File: config.mk
export PLATFORM = sky130hd
export DESIGN_NAME = req_ack_source
export DESIGN_NICKNAME = d
export VERILOG_FILES = /design/src/rtl/req_ack_pkg.sv /design/src/rtl/req_ack_source_en_counter.sv /design/src/rtl/req_ack_source.sv
export SDC_FILE = /design/constraint.sdc
export NUM_CORES = 1
export LEC_CHECK = 0
export ABC_AREA = 0
export CAP_MARGIN = 40
export CORE_MARGIN = 4
export CORE_UTILIZATION = 40
export DETAILED_ROUTE_END_ITERATION = 7
export PLACE_DENSITY = 0.68
export SYNTH_ARGS = -nofsm -noshare
export SYNTH_HDL_FRONTEND = slang
export SYNTH_SLANG_ARGS = --single-unit
File: constraint.sdc
create_clock -name clk -period 3.9 [get_ports clk]
set_input_delay 0.585 -clock clk [delete_from_list [all_inputs] [get_ports clk]]
set_output_delay 0.585 -clock clk [all_outputs]
set_load 0.005 [all_outputs]
File: src/rtl/req_ack_pkg.sv
// ============================================================================
// req_ack_pkg : shared state encoding and default sizing for req_ack_source
// Rev 1.0
// ============================================================================
`default_nettype none

package req_ack_pkg;

  localparam int DEF_WIDTH       = 4;
  localparam int DEF_ACK_TIMEOUT = 8;

  typedef enum logic [1:0] {
    IDLE = 2'd0,
    REQ  = 2'd1,
    DROP = 2'd2
  } state_t;

endpackage

`default_nettype wire

File: src/rtl/req_ack_source_en_counter.sv
// ============================================================================
// en_counter : enable-gated counter that wraps silently at 2^WIDTH
// Rev 1.0
// ============================================================================
`default_nettype none

module en_counter #(
  parameter int WIDTH = 4
) (
  input  logic             clk,
  input  logic             rst,
  input  logic             en,
  output logic [WIDTH-1:0] a
);

  logic [WIDTH-1:0] a_q;
  logic [WIDTH-1:0] a_d;

  always_comb begin
    a_d = a_q;
    if (en) begin
      a_d = a_q + WIDTH'(1);
    end
  end

  always_ff @(posedge clk) begin
    if (rst) begin
      a_q <= '0;
    end else begin
      a_q <= a_d;
    end
  end

  assign a = a_q;

endmodule

`default_nettype wire

File: src/rtl/req_ack_source.sv
// ============================================================================
// req_ack_source : wrapping count stream plus four-phase publisher of a count
//                  snapshot taken on each rising edge of en. Rev 1.0
// ============================================================================
`default_nettype none

module req_ack_source
  import req_ack_pkg::*;
#(
  parameter int WIDTH       = DEF_WIDTH,
  parameter int ACK_TIMEOUT = DEF_ACK_TIMEOUT
) (
  input  logic             clk,
  input  logic             rst,
  input  logic             en,
  input  logic             ack,
  output logic [WIDTH-1:0] a,
  output logic             req,
  output logic [WIDTH-1:0] data,
  output logic             busy,
  output logic             timeout,
  output logic             overrun
);

  localparam int                TCNT_W   = (ACK_TIMEOUT > 1) ? $clog2(ACK_TIMEOUT) : 1;
  localparam logic [TCNT_W-1:0] TCNT_MAX = TCNT_W'(ACK_TIMEOUT - 1);

  logic [WIDTH-1:0]  a_cnt;
  logic              en_q;
  logic              capture;
  logic              tmo_hit;

  state_t            state_q,   state_d;
  logic [TCNT_W-1:0] tcnt_q,    tcnt_d;
  logic              req_q,     req_d;
  logic [WIDTH-1:0]  data_q,    data_d;
  logic              busy_q,    busy_d;
  logic              timeout_q, timeout_d;
  logic              overrun_q, overrun_d;

  en_counter #(
    .WIDTH (WIDTH)
  ) u_en_counter (
    .clk (clk),
    .rst (rst),
    .en  (en),
    .a   (a_cnt)
  );

  assign capture = en && !en_q;
  assign tmo_hit = (tcnt_q == TCNT_MAX);

  // State register plus every registered output.
  always_ff @(posedge clk) begin
    if (rst) begin
      state_q   <= IDLE;
      en_q      <= 1'b0;
      tcnt_q    <= '0;
      req_q     <= 1'b0;
      data_q    <= '0;
      busy_q    <= 1'b0;
      timeout_q <= 1'b0;
      overrun_q <= 1'b0;
    end else begin
      state_q   <= state_d;
      en_q      <= en;
      tcnt_q    <= tcnt_d;
      req_q     <= req_d;
      data_q    <= data_d;
      busy_q    <= busy_d;
      timeout_q <= timeout_d;
      overrun_q <= overrun_d;
    end
  end

  // ack wins over the timeout when both land in the same REQ cycle.
  always_comb begin
    state_d = state_q;
    unique case (state_q)
      IDLE: begin
        if (capture) begin
          state_d = REQ;
        end
      end
      REQ: begin
        if (ack) begin
          state_d = DROP;
        end else if (tmo_hit) begin
          state_d = IDLE;
        end
      end
      DROP: begin
        if (!ack) begin
          state_d = IDLE;
        end
      end
      default: state_d = IDLE;
    endcase
  end

  always_comb begin
    req_d     = req_q;
    data_d    = data_q;
    tcnt_d    = tcnt_q;
    timeout_d = 1'b0;
    overrun_d = 1'b0;
    unique case (state_q)
      IDLE: begin
        if (capture) begin
          req_d  = 1'b1;
          data_d = a_cnt;
          tcnt_d = '0;
        end
      end
      REQ: begin
        overrun_d = capture;
        if (ack) begin
          req_d = 1'b0;
        end else if (tmo_hit) begin
          req_d     = 1'b0;
          timeout_d = 1'b1;
        end else begin
          tcnt_d = tcnt_q + TCNT_W'(1);
        end
      end
      DROP: begin
        overrun_d = capture;
      end
      default: begin
        req_d = 1'b0;
      end
    endcase
    busy_d = (state_d != IDLE);
  end

  assign a       = a_cnt;
  assign req     = req_q;
  assign data    = data_q;
  assign busy    = busy_q;
  assign timeout = timeout_q;
  assign overrun = overrun_q;

endmodule

`default_nettype wire

==> results of run 1 <==
[synthesized netlist by cell type, types with 3 or more instances]
master	count	share of area, %
nor2_1	11	5.0
inv_1	5	2.3
dfxtp_1	18	44
nor3_1	3	1.8
mux2i_1	5	6.1
nand2_1	3	1.4
ha_1	7	11
nand2b_1	3	2.3
[layout by cell type (no fill, tap or decap), types with 3 or more instances in the layout]
| master | synthesis | final |
|---|---|---|
| dfxtp_1 | 18 | 18 |
| mux2i_1 | 5 | 5 |
| nand2b_1 | 3 | 3 |
| inv_1 | 5 | 5 |
| nand2_1 | 3 | 3 |
| nor3_1 | 3 | 3 |
| nor2_1 | 11 | 11 |
| clkbuf_4 | 0 | 3 |
| ha_1 | 7 | 7 |
| clkdlybuf4s50_1 | 0 | 15 |
[metrics by stage]
| step | power, mW | hold WS [ps] | cell area (um^2) |
|---|---|---|---|
| 2_1_floorplan | 0.249 | 458 | 818 |
| 3_3_place_gp | 0.273 | 465 | 985 |
| 3_5_place_dp | 0.274 | 479 | 985 |
| 4_1_cts | 0.365 | 494 | 1010 |
| 5_1_grt | 0.385 | 523 | 1010 |
| 6_report | 0.358 | 488 | 1010 |
[power groups by stage]
| stage | Clock (mW) | Combinational [mW] | Sequential (mW) |
|---|---|---|---|
| 5_1_grt | 0.105 | 0.0775 | 0.202 |
| 2_1_floorplan | 0 | 0.0450 | 0.204 |
| 3_5_place_dp | 0 | 0.0694 | 0.204 |
| 3_3_place_gp | 0 | 0.0682 | 0.205 |
| 4_1_cts | 0.0952 | 0.0697 | 0.200 |
| 6_report | 0.0886 | 0.0686 | 0.200 |
[cell type report]
| class | instances | area, um^2 |
|---|---|---|
| clock buffers | 3 | 22.5 |
| flip-flops and latches | 18 | 360 |
| multi-input cells | 56 | 422 |
| repair buffers | 15 | 150 |
| well taps | 27 | 33.8 |
| inverters | 5 | 18.8 |
| fillers | 195 | 955 |
[cell families after synthesis]
group,count (synthesis),share of synthesized area (%)
and+or+nand+nor,30,20.5
DFF,18,44.0
AOI/OAI and AO/OA,11,11.0
buffers and inverters,9,4.43
adders and majority gates,7,10.7
muxes,5,6.12
xor gates and xnor gates,3,3.21
[worst max-delay path: cells and delay by family]
kind	cells	cell delay [ps]
AO/OA/AOI/OAI	1	450
AND/OR/NAND/NOR	2	470
buffers and inverters	1	620
[state kept, by name, indices dropped and copies added, names as in the netlist]
register / count
busy: 1
data: 4
en_q: 1
overrun: 1
req: 1
state_q: 2
tcnt_q: 3
timeout: 1
u_en_counter.a: 4
[metal layers]
layer	track usage [%]	vias to the layer above	share of wire, %
met3	6.20	2	5.1
met4	3.83	0	0.69
met1	14.5	275	49
li1	-	312	-
met2	20.4	13	45
met5	0	-	0
[final timing paths]
kind / endpoint / slack [ps] / start / cells past startpoint
setup / recovery: busy / 2010 / en / 4
hold / removal: tcnt_q[1] / 490 / tcnt_q[1] / 2
setup reg to reg: busy / 2120 / tcnt_q[0] / 6
hold reg to reg: tcnt_q[1] / 490 / tcnt_q[1] / 2
==> metrics.yaml, run 1 <==
min_period_ps: 1890
worstPathMaxFanout: 7
startpoint_type: "input port"
root_buffer: "clkbuf_4"
grt_max_degree: 20
synthArstFlopShare_pct: 0
finalMaxSlewViolations: 0
ys_types: 29
cp-end-kind: "flip-flop"
cts.sinks: 18
final_cells: 124
netlist_instances: 83
htree_levels: 1
dieArea_um2: 2830
slowest_stage: "clkdlybuf4s50_1"
skew_ps: 0.527
core_area_um2: 1960
synth-edff-count: 0
die_y_um: 53.2
finalHoldViolCount: 0
cts_tree: "done"
tightest_slew_ps: 643
power_frac_clock_pct: 24.8
ys_seq_elements: 18
arrival_ps: 2130
antenna_cells: 0
portBuffers: 15
clkLatencyLatePin_ps: 280
fin_nets: 110
vias: 602
cpPeakStageDelay_ps: 620
yosysWarnings: 0
cts_buffers: 3
grt_pass1_vias: 594
clkTransAtPathRegs_ps: 90
area_delta_synth_final_pct: 23.1
grt_pass1_wl_um: 2530
pre_cts_ws_ps: 1710
syn_area_um2: 818
placedCellCount: 121
io_pins: 16
drcViolationCount: 0
setup_viol: 0
antenna_found_initial: 0
drt-initial-drc-count: 9
status: "complete, no violations"
hpwlAfterDp_um: 1050
num_rows: 16
fin_util_pct: 51.3
fp.dieW_um: 53.2
fin_crit_sh_pct: 48.5
max_cap_violations: 0
power_frac_seq_pct: 56.1
post_cts_buffers: 0
avgSynthCellArea_um2: 9.86
synthesis.nets: 94
cp_cell_sequence: "clkdlybuf4s50_1 > nand3b_1 > a2111oi_2 > or2_1"
setup_tns_ps: 0
drive_gt1_share_pct: 6.19
p_leak_nw: 0.393
swShare_pct: 26.0
initial_core_util_pct: 41.7
rsz0062_at_grt: "no"
maxSlewHeadroom_pct: 57.0
drt_wl_total_um: 1440
combPwrFrac_pct: 19.2
ant_nets: 0
hold_class: "flip-flop to flip-flop"
drt-wirelength-per-cell_um: 11.6
critPathRequiredTime_ps: 4140
switchingPower_mw: 0.0929
first_pass_iters: 4
synth_ff_type: "dfxtp_1"
cts_resized: 0
p_int_mw: 0.265
peakVddDrop_mv: 0.187
power_density_nw_per_um2: 355
grt_use_total_pct: 12.6
place_congestion: 0.703
max_freq_mhz: 529
via_per_inst: 4.85
cts-hold-fix-buffers: 0
clock_path_buffers: 2
ys_seq_area_share_pct: 44.0
fin_ws_ps: 2010
path_class: "input port to flip-flop"
overflow: 0
Power figures use the tool's default switching activity.
==> inputs of run 2 (changes only) <==
Clock period 3.9 ns to 1.8 ns, I/O delays scaled along.
==> run 2 against run 1 <==
  * First-iteration DRC count down 56%
  * Global-route usage about the same
  * Total power up 120%
  * Via count up 5.5%
  * Die area unchanged
  * Worst setup slack worse by 1800 ps
  * Cell area up 3.5%
  * Critical path depth up 2
  * Critical endpoint unchanged
  * Routed wire length up 4.2%
  * Largest cell class unchanged
  * Cell count up 3.2%
  * Sequential cell count unchanged
==> metrics.yaml, run 2 (synthesized netlist as in run 1, its figures left out) <==
cts_tree: "done"  # unchanged
antenna_found_initial: 0  # unchanged
swShare_pct: 26.1  # was 26.0%
drt-wirelength-per-cell_um: 11.7  # was 11.6 um
max_cap_violations: 0  # unchanged
setup_tns_ps: 0  # unchanged
startpoint_type: "flip-flop"  # was input port
layout.cells.most_common: "dfxtp_1"  # unchanged
initial_core_util_pct: 41.7  # unchanged
num_rows: 16  # unchanged
finalMaxSlewViolations: 0  # unchanged
p_leak_nw: 0.413  # was 0.393 nW
power_frac_clock_pct: 24.4  # was 24.8%
portBuffers: 15  # unchanged
die_y_um: 53.2  # unchanged
drt_wl_total_um: 1500  # was 1440 um
cp-end-kind: "flip-flop"  # unchanged
finalHoldViolCount: 0  # unchanged
rsz0062_at_grt: "no"  # unchanged
power_density_nw_per_um2: 756  # was 355 nW/um^2
overflow: 0  # unchanged
design_power_total_mw: 0.788  # was 0.358 mW
cts-hold-fix-buffers: 0  # unchanged
tightest_slew_ps: 287  # was 643 ps
fp.dieW_um: 53.2  # unchanged
status: "complete, no violations"  # unchanged
cts_buffers: 3  # unchanged
clock_path_buffers: 2  # unchanged
drive_gt1_share_pct: 10.9  # was 6.19%
drt-initial-drc-count: 4  # was 9
via_per_inst: 4.96  # was 4.85
place_congestion: 0.701  # was 0.703
vias: 635  # was 602
combPwrFrac_pct: 20.4  # was 19.2%
antenna_cells: 0  # unchanged
peakVddDrop_mv: 0.579  # was 0.187 mV
hpwlAfterDp_um: 1140  # was 1050 um
fin_crit_sh_pct: 91.2
hold_class: "flip-flop to flip-flop"  # unchanged
core_area_um2: 1960  # unchanged
max_freq_mhz: 609
io_pins: 16  # unchanged
ant_nets: 0  # unchanged
cp_common_cell: "ha_1"
grt_use_total_pct: 12.6  # about the same
cpPeakStageDelay_ps: 350  # was 620 ps
power_frac_seq_pct: 55.2  # was 56.1%
fillers: 220  # was 195
path_class: "flip-flop to flip-flop"  # was input port to flip-flop
final_cell_mix: "18 x dfxtp_1, 15 x clkdlybuf4s50_1, 11 x nor2_1, 7 x ha_1"  # unchanged
switchingPower_mw: 0.206  # was 0.0929 mW
dieArea_um2: 2830  # unchanged
first_pass_iters: 4  # unchanged
area_delta_synth_final_pct: 27.4  # was 23.1%
root_buffer: "clkbuf_4"  # unchanged
slowest_stage: "dfxtp_1"  # was clkdlybuf4s50_1
critPathRequiredTime_ps: 2040  # was 4140 ps
drcViolationCount: 0  # unchanged
htree_levels: 1  # unchanged
maxSlewHeadroom_pct: 80.8  # was 57.0%
arrival_ps: 1880  # was 2130 ps
cts.sinks: 18  # unchanged
p_int_mw: 0.582  # was 0.265 mW
pre_cts_ws_ps: 104  # was 1710 ps
fin_ws_ps: 159  # was 2010 ps
fin_nets: 114  # was 110
clkLatencyLatePin_ps: 280  # about the same
grt_pass1_wl_um: 2480  # was 2530 um
grt_max_degree: 16  # was 20
setup_viol: 0  # unchanged
skew_ps: 1.82  # was 0.527 ps
clkTransAtPathRegs_ps: 90  # about the same
cp_cell_sequence: "ha_1 > ha_1 > nor3b_4 > a211oi_2 > a2111oi_2 > or2_1"  # was clkdlybuf4s50_1 > nand3b_1 > a2111oi_2 > or2_1
regArea_um2: 360  # unchanged
grt_pass1_vias: 579  # was 594
multiInputGateArea_um2: 427  # was 422 um^2
worstPathMaxFanout: 4  # was 7
min_period_ps: 1640
==> run 2: cell types whose count changed in the layout (fill, tap and decap cells not counted), sizes merged <==
cell | previous run | this run
buf | 0 | 4
==> run 2: metrics by stage <==
step	hold WS (ps)	area (um^2)	util, %	std cells
3_5_place_dp	475	1010	51.7	125
3_3_place_gp	467	1010	51.7	125
4_1_cts	490	1040	52.9	128
5_1_grt	520	1040	53.1	128
2_1_floorplan	347	818	-	83
6_report	488	1040	53.1	128
==> run 2: area by class of cell <==
type                            count  area share [%]
Tap cell                           27            3.24
Timing Repair Buffer               19            17.3
Sequential cell                    18            34.6
Multi-Input combinational cell     56            40.9
Clock buffer                        3            2.16
Inverter                            5            1.80
==> run 2: routing by layer <==
layer | share of wire, % | GRT usage, % | vias up | wire (um)
met4 | 0.67 | 3.83 | 0 | 10
met1 | 45 | 14.2 | 289 | 679
met2 | 49 | 20.4 | 16 | 734
met5 | 0 | 0 | - | 0
met3 | 5.2 | 6.48 | 2 | 78
li1 | - | - | 328 | -
==> run 2: worst max-delay path, delay by kind of cell (launching register included) <==
kind / cells / cell delay (ps)
AO/OA/AOI/OAI: 2 / 420
flip-flops: 1 / 350
adder cells (fa/ha/maj): 2 / 440
AND/OR/NAND/NOR: 2 / 370
==> run 2: what timing repair did <==
item                                    4_1_cts  5_1_grt
buffers inserted                              0        0
gates resized for setup                       0        1
hold endpoints to repair                      0        0
endpoints found under the setup margin        0        1
==> run 2: final timing paths <==
check                               start        end  slack (ps)  cells after the start
worst max-delay path            tcnt_q[0]       busy         160                      6
worst min-delay path            tcnt_q[1]  tcnt_q[1]         490                      2
worst max register to register  tcnt_q[0]       busy         160                      6
worst min register to register  tcnt_q[1]  tcnt_q[1]         490                      2
==> run 2: power by group through the flow <==
stage	clock (mW)	sequential (mW)	combinational, mW
5_1_grt	0.225	0.439	0.181
4_1_cts	0.209	0.435	0.161
6_report	0.192	0.435	0.161
2_1_floorplan	0	0.442	0.0976
3_3_place_gp	0	0.444	0.158
3_5_place_dp	0	0.444	0.160
==> inputs of run 3 (changes only) <==
Settings changed: CORE_MARGIN 4 to default.
==> run 3 against run 2 <==
  * Cell count did not move
  * Critical path type unchanged
  * Clock power rose by 31%
  * Hold slack improved by 6.5 ps
  * Sequential share of layout area fell by 0.61 points
  * Largest power group unchanged
  * Routed wire length fell by 1.5%
  * Total power rose by 7.7%
==> metrics.yaml, run 3 (synthesized netlist as in run 1, its figures left out) <==
status: "complete, no violations"  # unchanged
finalMaxSlewViolations: 0  # unchanged
maxSlewHeadroom_pct: 80.3  # was 80.8%
max_freq_mhz: 603  # was 609 MHz
area_delta_synth_final_pct: 29.7  # was 27.4%
path_class: "flip-flop to flip-flop"  # unchanged
critPathBufInv: 0  # unchanged
r2r-end: "busy"  # unchanged
cp_top_family: "adder cells"  # unchanged
htree_levels: 1  # unchanged
cts_resized: 0  # unchanged
cp.depth: 6  # unchanged
design_area_um2: 1060  # was 1040 um^2
clock_path_buffers: 2  # unchanged
overflow: 0  # unchanged
critPathRequiredTime_ps: 2050  # was 2040 ps
layout.cells.most_common: "dfxtp_1"  # unchanged
min_from: "tcnt_q[1]"  # unchanged
grt_pass1_vias: 581  # was 579
die_y_um: 47.2  # was 53.2 um
root_buffer: "clkbuf_4"  # unchanged
min_period_ps: 1660  # was 1640 ps
fp.dieW_um: 47.2  # was 53.2 um
cts.sinks: 18  # unchanged
clkTransAtPathRegs_ps: 100  # was 90 ps
core_area_um2: 1820  # was 1960 um^2
vias: 641  # was 635
max_cap_violations: 0  # unchanged
fillers: 174  # was 220
worstRegToRegCells: 6  # unchanged
initial_core_util_pct: 44.9  # was 41.7%
cp_common_cell: "ha_1"  # unchanged
drt-wirelength-per-cell_um: 11.6  # was 11.7 um
grt_pass1_wl_um: 2570  # was 2480 um
fin_nets: 115  # was 114
tightest_slew_ps: 291  # was 287 ps
drt-initial-drc-count: 7  # was 4
ant_nets: 0  # unchanged
cp_cell_sequence: "ha_1 > ha_1 > nor3b_4 > a211oi_2 > a2111oi_2 > or2_1"  # unchanged
worstPathMaxFanout: 4  # unchanged
clkLatencyLatePin_ps: 290  # was 280 ps
grt_use_total_pct: 16.8  # was 12.6%
final_cell_mix: "18 x dfxtp_1, 15 x clkdlybuf4s50_1, 11 x nor2_1, 7 x ha_1"  # unchanged
startpoint_type: "flip-flop"  # unchanged
cts_tree: "done"  # unchanged
setup_tns_ps: 0  # unchanged
grt_max_degree: 11  # was 16
dpl_cell_area_um2: 1020  # was 1010 um^2
p_leak_nw: 0.425  # was 0.413 nW
cpPeakStageDelay_ps: 360  # was 350 ps
arrival_ps: 1910  # was 1880 ps
cp-endpoint: "busy"  # unchanged
post_cts_buffers: 0  # unchanged
cts-hold-fix-buffers: 0  # unchanged
drt_wl_total_um: 1480  # was 1500 um
power_density_nw_per_um2: 799  # was 756 nW/um^2
cp-end-kind: "flip-flop"  # unchanged
crit_start: "tcnt_q[0]"  # unchanged
fin_util_pct: 58.3  # was 53.1%
cts_buffers: 3  # unchanged
place_congestion: 0.781  # was 0.701
rr_startpoint: "tcnt_q[0]"  # unchanged
hpwlAfterDp_um: 1150  # was 1140 um
portBuffers: 15  # unchanged
io_pins: 16  # unchanged
rsz0062_at_grt: "no"  # unchanged
hold_class: "flip-flop to flip-flop"  # unchanged
ff2ff_setup_slack_ps: 140  # was 160 ps
finalHoldViolCount: 0  # unchanged
via_per_inst: 5.01  # was 4.96
peakVddDrop_mv: 0.529  # was 0.579 mV
num_rows: 15  # was 16
dieArea_um2: 2230  # was 2830 um^2
first_pass_iters: 4  # unchanged
antenna_found_initial: 0  # unchanged
fin_crit_sh_pct: 92.2  # was 91.2%
slowest_stage: "a2111oi_2"  # was dfxtp_1
antenna_cells: 0  # unchanged
skew_ps: 0.713  # was 1.82 ps
setup_viol: 0  # unchanged
drcViolationCount: 0  # unchanged
drive_gt1_share_pct: 12.6  # was 10.9%
run 3: cell types whose count changed in the layout (fill, tap and decap cells not counted):
cell      delta
clkbuf_8     +1
buf_4        +1
run 3: where the power goes:
group / switching, mW / internal [mW]
Combinational: 0.0768 / 0.0866
Clock: 0.127 / 0.123
Sequential: 0.0153 / 0.419
run 3: cell type report:
| class | count | area (um^2) | area share [%] |
|---|---|---|---|
| multi-input cells | 56 | 427 | 40.2 |
| flip-flops and latches | 18 | 360 | 34.0 |
| repair buffers | 20 | 188 | 17.7 |
| clock buffers | 4 | 36.3 | 3.42 |
| well taps | 25 | 31.3 | 2.95 |
| inverters | 5 | 18.8 | 1.77 |
run 3: worst reg2reg max path, cell delays in order (launching register included):
cell and delay (ps):
dfxtp_1 350, ha_1 210, ha_1 240, nor3b_4 240, a211oi_2 70, a2111oi_2 360
or2_1 140
run 3: per-layer routing:
metal / share of wire, % / routed length, um / GRT usage, % / vias up
li1: - / - / - / 328
met1: 47 / 698 / 21.1 / 294
met2: 47 / 696 / 26.3 / 15
met3: 3.2 / 48 / 3.46 / 4
met4: 2.5 / 37 / 10.3 / 0
met5: 0 / 0 / 0 / -
run 3: how the worst min path moves through the flow:
stage	endpoint	cells after the start
global placement	tcnt_q[1]	2
floorplan	timeout	1
detailed placement	tcnt_q[1]	2
global route	tcnt_q[2]	2
finish	tcnt_q[1]	2
CTS	tcnt_q[1]	2
run 3: through the flow:
| stage | hold WS (ps) | power [mW] | worst slack, ps | cells |
|---|---|---|---|---|
| 6_report | 494 | 0.848 | 141 | 128 |
| 5_1_grt | 534 | 0.890 | 27.2 | 128 |
| 4_1_cts | 496 | 0.854 | 102 | 128 |
| 3_5_place_dp | 480 | 0.605 | 114 | 124 |
| 3_3_place_gp | 465 | 0.602 | 146 | 124 |
| 2_1_floorplan | 347 | 0.540 | 172 | 83 |
